## config.mk

```make
export PLATFORM = sky130hd
export DESIGN_NAME = vx_issue_warp_arbiter_flat
export DESIGN_NICKNAME = d
export VERILOG_FILES = /design/src/rtl/vx_issue_warp_arbiter_pkg.sv /design/src/rtl/vx_issue_warp_arbiter_if.sv /design/src/rtl/VX_rr_picker.sv /design/src/rtl/vx_issue_warp_arbiter.sv /design/src/flat_wrapper.sv
export SDC_FILE = /design/constraint.sdc
export NUM_CORES = 1
export LEC_CHECK = 0
export ABC_CLOCK_PERIOD_IN_PS = 3900
export BUFFER_PORTS_ARGS = -buffer_cell sky130_fd_sc_hd__buf_4
export CAP_MARGIN = 5
export CORE_ASPECT_RATIO = 1.5
export CORE_UTILIZATION = 40
export CTS_BUF_LIST = sky130_fd_sc_hd__clkbuf_4 sky130_fd_sc_hd__clkbuf_8 sky130_fd_sc_hd__clkbuf_16
export DETAILED_ROUTE_END_ITERATION = 8
export PLACE_DENSITY = 0.66
export RECOVER_POWER = 50
export SLEW_MARGIN = 20
export SYNTH_ARGS = -nofsm -noshare
export SYNTH_HDL_FRONTEND = slang
export SYNTH_SLANG_ARGS = --single-unit
```

## constraint.sdc

```tcl
create_clock -name clk -period 3.9 [get_ports clk]
set_clock_uncertainty 0.15 [all_clocks]
set_input_delay 0.975 -clock clk [delete_from_list [all_inputs] [get_ports clk]]
set_output_delay 0.975 -clock clk [all_outputs]
set_load 0.02 [all_outputs]
```

## src/rtl/vx_issue_warp_arbiter_pkg.sv

```systemverilog
// Shared issue-stage definitions for the warp arbiter slice.
// Holds warp counts, the store-lag default and the arbiter state type.
package vx_issue_warp_arbiter_pkg;

    localparam int PER_ISSUE_WARPS = 4;
    localparam int ISSUE_WIS_W     = $clog2(PER_ISSUE_WARPS);
    localparam int ISSUE_STORE_LAG = 2;

    typedef enum logic {
        IDLE   = 1'b0,
        LOCKED = 1'b1
    } issue_arb_state_e;

endpackage

```

## src/rtl/vx_issue_warp_arbiter_if.sv

```systemverilog
// Request/grant bundle between the per-warp ibuffers, the arbiter and
// the operand-collection stage.
interface vx_issue_warp_arbiter_if #(
    parameter int N = 4,
    parameter int W = $clog2(N)
);
    logic [N-1:0] req_valid;
    logic [N-1:0] req_sop;
    logic [N-1:0] req_eop;
    logic [N-1:0] req_fence;
    logic [N-1:0] req_store;
    logic [N-1:0] req_ready;
    logic         out_valid;
    logic [W-1:0] out_wis;
    logic         out_ready;

    modport master (
        output req_valid, req_sop, req_eop, req_fence, req_store,
        output out_ready,
        input  req_ready, out_valid, out_wis
    );

    modport slave (
        input  req_valid, req_sop, req_eop, req_fence, req_store,
        input  out_ready,
        output req_ready, out_valid, out_wis
    );

endinterface

```

## src/rtl/VX_rr_picker.sv

```systemverilog
// Round-robin priority picker: first set bit of valid at or after start,
// wrapping modulo N.
module VX_rr_picker #(
    parameter int N = 4,
    parameter int W = $clog2(N)
) (
    input  logic [N-1:0] valid,
    input  logic [W-1:0] start,
    output logic [N-1:0] onehot,
    output logic [W-1:0] index,
    output logic         any
);

    always_comb begin
        logic [W-1:0] jj;
        onehot = '0;
        index  = '0;
        any    = 1'b0;
        jj     = '0;
        for (int k = 0; k < N; k++) begin
            jj = W'((int'(start) + k) % N);
            if (!any && valid[jj]) begin
                any        = 1'b1;
                index      = jj;
                onehot[jj] = 1'b1;
            end
        end
    end

endmodule

```

## src/rtl/vx_issue_warp_arbiter.sv

```systemverilog
// Issue-slice warp arbiter: round-robin pick, multi-packet lock,
// fence gating behind store drain plus a short store-lag window.
module vx_issue_warp_arbiter
    import vx_issue_warp_arbiter_pkg::*;
#(
    parameter int NUM_REQS      = PER_ISSUE_WARPS,
    parameter int STORE_LAG     = ISSUE_STORE_LAG,
    parameter int PERF_CTR_BITS = 44
) (
    input  logic                     clk,
    input  logic                     reset,
    input  logic                     no_pending_stores,
    vx_issue_warp_arbiter_if.slave   arb,
    output logic [PERF_CTR_BITS-1:0] perf_stalls
);

    localparam int WIS_W = $clog2(NUM_REQS);
    localparam int LAG_W = $clog2(STORE_LAG + 2);

    issue_arb_state_e    state;
    logic [WIS_W-1:0]    rr_ptr;
    logic [WIS_W-1:0]    lock_wis;
    logic [LAG_W-1:0]    lag_cnt;

    logic                fence_block;
    logic [NUM_REQS-1:0] elig;
    logic [NUM_REQS-1:0] cand;
    logic [NUM_REQS-1:0] sel_oh;
    logic [WIS_W-1:0]    sel;
    logic                sel_any;
    logic                out_valid;
    logic                fire;
    logic                sel_sop;
    logic                sel_eop;
    logic                sel_store;

    // Fences wait for the drain flag and for the lag window, which
    // covers stores granted before the flag has caught up.
    assign fence_block = !no_pending_stores || (lag_cnt != '0);

    always_comb begin
        elig = arb.req_valid
             & ~(arb.req_fence & arb.req_sop & {NUM_REQS{fence_block}});
        cand = elig;
        if (state == LOCKED)
            cand = elig & (NUM_REQS'(1) << lock_wis);
    end

    VX_rr_picker #(
        .N (NUM_REQS),
        .W (WIS_W)
    ) picker (
        .valid  (cand),
        .start  (rr_ptr),
        .onehot (sel_oh),
        .index  (sel),
        .any    (sel_any)
    );

    assign out_valid = sel_any && !reset;
    assign fire      = out_valid && arb.out_ready;
    assign sel_sop   = arb.req_sop[sel];
    assign sel_eop   = arb.req_eop[sel];
    assign sel_store = arb.req_store[sel];

    assign arb.out_valid = out_valid;
    assign arb.out_wis   = sel;
    assign arb.req_ready = sel_oh & {NUM_REQS{fire}};

    always_ff @(posedge clk) begin
        if (reset) begin
            state       <= IDLE;
            rr_ptr      <= '0;
            lock_wis    <= '0;
            lag_cnt     <= '0;
            perf_stalls <= '0;
        end else begin
            if (|arb.req_valid && !out_valid)
                perf_stalls <= perf_stalls + PERF_CTR_BITS'(1);

            if (fire && sel_store && sel_sop)
                lag_cnt <= LAG_W'(STORE_LAG);
            else if (lag_cnt != '0)
                lag_cnt <= lag_cnt - LAG_W'(1);

            if (fire) begin
                if (sel_eop)
                    rr_ptr <= (sel == WIS_W'(NUM_REQS - 1))
                            ? '0 : sel + WIS_W'(1);
                unique case (state)
                    IDLE: begin
                        if (sel_sop && !sel_eop) begin
                            state    <= LOCKED;
                            lock_wis <= sel;
                        end
                    end
                    LOCKED: begin
                        if (sel_eop)
                            state <= IDLE;
                    end
                endcase
            end
        end
    end

    a_ready_onehot: assert property (
        @(posedge clk) disable iff (reset)
        $onehot0(arb.req_ready));

    a_locked_owner: assert property (
        @(posedge clk) disable iff (reset)
        (state == LOCKED && arb.out_valid) |-> (arb.out_wis == lock_wis));

endmodule
```

## src/flat_wrapper.sv

```systemverilog
// flat-port wrapper written by rule: the top's interface ports become plain ports
module vx_issue_warp_arbiter_flat import vx_issue_warp_arbiter_pkg::*;
#(
    parameter int NUM_REQS      = PER_ISSUE_WARPS,
    parameter int STORE_LAG     = ISSUE_STORE_LAG,
    parameter int PERF_CTR_BITS = 44
)
  (clk, reset, no_pending_stores, perf_stalls, arb_req_valid, arb_req_sop, arb_req_eop, arb_req_fence, arb_req_store, arb_out_ready, arb_req_ready, arb_out_valid, arb_out_wis);
  vx_issue_warp_arbiter_if arb_i ();
  input  logic clk;
  input  logic reset;
  input  logic no_pending_stores;
  output logic [PERF_CTR_BITS-1:0] perf_stalls;
  input wire logic [$bits(arb_i.req_valid)-1:0] arb_req_valid;
  input wire logic [$bits(arb_i.req_sop)-1:0] arb_req_sop;
  input wire logic [$bits(arb_i.req_eop)-1:0] arb_req_eop;
  input wire logic [$bits(arb_i.req_fence)-1:0] arb_req_fence;
  input wire logic [$bits(arb_i.req_store)-1:0] arb_req_store;
  input wire logic [$bits(arb_i.out_ready)-1:0] arb_out_ready;
  output wire logic [$bits(arb_i.req_ready)-1:0] arb_req_ready;
  output wire logic [$bits(arb_i.out_valid)-1:0] arb_out_valid;
  output wire logic [$bits(arb_i.out_wis)-1:0] arb_out_wis;
  assign arb_i.req_valid = arb_req_valid;
  assign arb_i.req_sop = arb_req_sop;
  assign arb_i.req_eop = arb_req_eop;
  assign arb_i.req_fence = arb_req_fence;
  assign arb_i.req_store = arb_req_store;
  assign arb_i.out_ready = arb_out_ready;
  assign arb_req_ready = arb_i.req_ready;
  assign arb_out_valid = arb_i.out_valid;
  assign arb_out_wis = arb_i.out_wis;
  vx_issue_warp_arbiter #(.NUM_REQS(NUM_REQS), .STORE_LAG(STORE_LAG), .PERF_CTR_BITS(PERF_CTR_BITS)) u_core (.clk(clk), .reset(reset), .no_pending_stores(no_pending_stores), .arb(arb_i), .perf_stalls(perf_stalls));
endmodule
```

==> reports/metrics.csv <==
stage;metric;value;unit
timing;layout_setup_ws;-112;ps
pwr;p_leak;0.00144;uW
critical_path;crit_top_cell;buf_6;
placed_design;placed_cell_area;3710;sq um
critical_path;cp-end-kind;primary output;
clock_tree;cts_buffer_depth;2;
critical_path;ff2ff_path_depth;11;
placed_design;place.detailed.hpwl;5580;microns
pwr;p_clk_share;26.3;%
floorplanning;fp.dieH;106;microns
floorplanning;num_rows;37;
route;drc;0;
route;avgRoutedWirePerCell;14.1;microns
synth;syn_area_per_cell;8.32;sq um
grt;grt_pass1_vias;2753;
run;maxCapViolations;0;
timing;fin_crit_sh;103;%
clock_tree;cts_tree;done;
clock_tree;root_buffer;clkbuf_8;
floorplanning;dieArea;7590;sq um
clock_tree;cts_sinks;51;
synth;synth-async-reset-ratio;0;%
clock_tree;cts-htree-levels;2;
synth;yosysMostFrequentCell;dfxtp_1;
synth;yosysSeqAreaShare;35.3;%
clock_tree;cts_hold_repair.buffers;0;
synth;syn_area;2890;sq um
floorplanning;die_w;71.5;microns
pwr;internal_power;844;uW
timing;tightest_slew;553;ps
synth;ys.flop_type;dfxtp_1;
critical_path;path_delay_family;compound AO/OA/AOI/OAI gates;
placed_design;post-place-ws;-231;ps
synth;synthTopCellsByCount;dfxtp_1, nor2_1, nand2_1, a21oi_1, xor2_1;
synth;synth_nets;381;
critical_path;worstPathArrival;2890;ps
critical_path;startpoint;no_pending_stores;
synth;synth.area.top_cells;dfxtp_1, xor2_1, mux2i_1, nor2_1, a21oi_1;
floorplanning;start_util;41.7;%
critical_path;r2r-start;u_core.lock_wis[0]$_SDFFE_PP0P_;
critical_path;path_class;in -> out;
pwr;comb_power_share;29.4;%
route;drtAntennaViolNets;0;
timing;hold_viol_final;0;
critical_path;cpPeakStageDelay;340;ps
timing;slew_violations;0;
pwr;ir_drop;0.302;mV
outcome;status;finished with violations;
grt;antenna_found_initial;0;
critical_path;critPathRequiredTime;2770;ps
timing;finalSetupViolCount;4;
outcome;failed_checks;setup timing;
pwr;p_sw_share;30.3;%
timing;slew_headroom;62.8;%
final_layout;drive_above_1_share;21.7;%
timing;finalCriticalPeriod;4010;ps
synth;synth_cell_types;42;
final_layout;postLayoutCellArea;3800;sq um
final_layout;n_antenna_cell;0;
synth;synth_top_area_share;35.3;%
critical_path;crit_chain;buf_6 -> nor3b_4 -> buf_6 -> o221ai_4 -> mux2_4 -> or3_4 -> a211oi_4 -> a21oi_1 -> a21oi_2 -> buf_4;
final_layout;nNetsFinal;483;
critical_path;rrSetupSlack;430;ps
critical_path;critPathLaunchType;input pin;
route;route.vias.total;2874;
synth;synth_edf_count;0;
pwr;pwr-share-seq;44.3;%
route;finalWirelength;7460;microns
route;dr.pass1.iters;4;
grt;grt_usage;19.5;%
placed_design;portBuffers;74;
pwr;cellPowerDensity;319;nW/um^2
timing;whs;354;ps
floorplanning;ios;75;
route;drt_iter0_drc;87;
synth;yosysWarnings;0;
critical_path;path_depth;10;
worst_hold_path;hp-start;u_core.perf_stalls[25]$_SDFFE_PP0P_;
critical_path;critPathSlowestCell;or3_4;
clock_tree;cts-buffers-inserted;5;
synth;synth_top_cell_by_area;dfxtp_1;
pwr;total_power;1210;uW
synth;ys_ff_latch;51;
timing;clock.fmax;0.249;GHz
pwr;p_sw;367;uW
critical_path;r2r_end;u_core.lock_wis[0]$_SDFFE_PP0P_;
worst_hold_path;hold_class;reg -> reg;
critical_path;worstPathBufferInverterCount;3;
floorplanning;fp.coreArea;6940;sq um
final_layout;syn_to_final_growth;31.4;%
placed_design;place.gp.congestion;0.868;
route;viasPerCell;5.43;
timing;grt_setup_unrepaired;true;
grt;overflow;0;
critical_path;path_max_fanout;5;
synth;syn_inst;348;
clock_tree;clk_latency;290;ps
grt;grt_max_degree;52;
clock_tree;path_clk_slew;100;ps
critical_path;setup.worst_path.end;arb_req_ready[1];
grt;grt_pass1_wl;12100;microns
-- per-stage QoR --
step	setup TNS [ps]	utilization, %	instances
floorplan	0	-	348
global placement	-1310	53.5	516
detailed placement	-1630	53.5	516
CTS	-261	56.4	526
global route	-925	54.8	529
finish	-351	54.8	529
-- tightest hold or removal path: cells and delay by family (launching register included) --
family         cells  cell delay [ps]
AO/OA/AOI/OAI      2              130
flip-flops         1              340
-- flip-flops by register name, summed over array words and instances, names as in the netlist --
signal              cells
u_core.lag_cnt          2
u_core.lock_wis         2
u_core.perf_stalls     44
u_core.rr_ptr           2
u_core.state            1
-- layout by cell type (no fill, tap or decap), types with 3 or more instances in the layout --
master    synthesis  layout
nor2_1           45      43
clkbuf_1          9      45
o21ai_0          14      14
nor3_1            7       7
and2_1            3       3
xor2_1           21      21
and4_1            4       4
a21oi_1          26      19
a21oi_2           0       7
dfxtp_1          51      51
o221ai_4          0       3
nand3_1          17      17
nand2_1          30      30
ha_1              9       9
or3_1            14      13
nand4_1           7       7
xnor2_1          11      11
buf_6             2       4
and3_1            6       6
buf_4             0      57
inv_1            15      15
clkbuf_8          0       6
mux2i_1          17      16
nor2b_1           6       6
-- power groups by stage --
stage,registers (uW),logic [uW],clock network (uW)
4_1_cts,536,334,330
2_1_floorplan,553,187,0
6_report,536,357,319
3_3_place_gp,548,302,0
3_5_place_dp,548,307,0
5_1_grt,537,383,353
-- worst min-delay path by stage --
stage	to	slack (ps)	cells after the start
global placement	u_core.perf_stalls[17]$_SDFFE_PP0P_	330	2
floorplan	u_core.lock_wis[1]$_SDFFE_PP0P_	330	2
CTS	u_core.perf_stalls[25]$_SDFFE_PP0P_	360	2
detailed placement	u_core.perf_stalls[17]$_SDFFE_PP0P_	340	2
global route	u_core.perf_stalls[6]$_SDFFE_PP0P_	390	2
finish	u_core.perf_stalls[25]$_SDFFE_PP0P_	350	2
-- layer usage --
layer	vias up	track usage [%]	part of all wire (%)
met3	14	3.22	3.6
met2	61	36.9	53
met1	1376	21.0	41
met5	-	0	0
met4	0	7.84	2.7
li1	1423	-	-
-- logic make-up after synthesis --
group,share of synthesized area [%]
AND/OR/NAND/NOR,25.6
XOR/XNOR,9.68
multiplexers,8.73
flip-flops,35.3
buffers and inverters,3.89
adder cells (fa/ha/maj),3.89
AO/OA/AOI/OAI,12.9
-- area by class of cell --
| class | count | area, sq um |
|---|---|---|
| clock inverters | 2 | 16.3 |
| flip-flops and latches | 51 | 1020 |
| inverters | 15 | 56.3 |
| multi-input cells | 271 | 1890 |
| clock buffers | 6 | 82.6 |
| repair buffers | 106 | 642 |
| well taps | 78 | 97.6 |
| fillers | 682 | 3140 |
-- timing repair --
item                                    4_1_cts  5_1_grt
pin swaps                                     8        6
resized for setup                            16        7
endpoints found under the setup margin        6        6
buffers inserted                              2        3
hold endpoints to repair                      0        0
No activity file was read; power rests on OpenSTA's default activity.
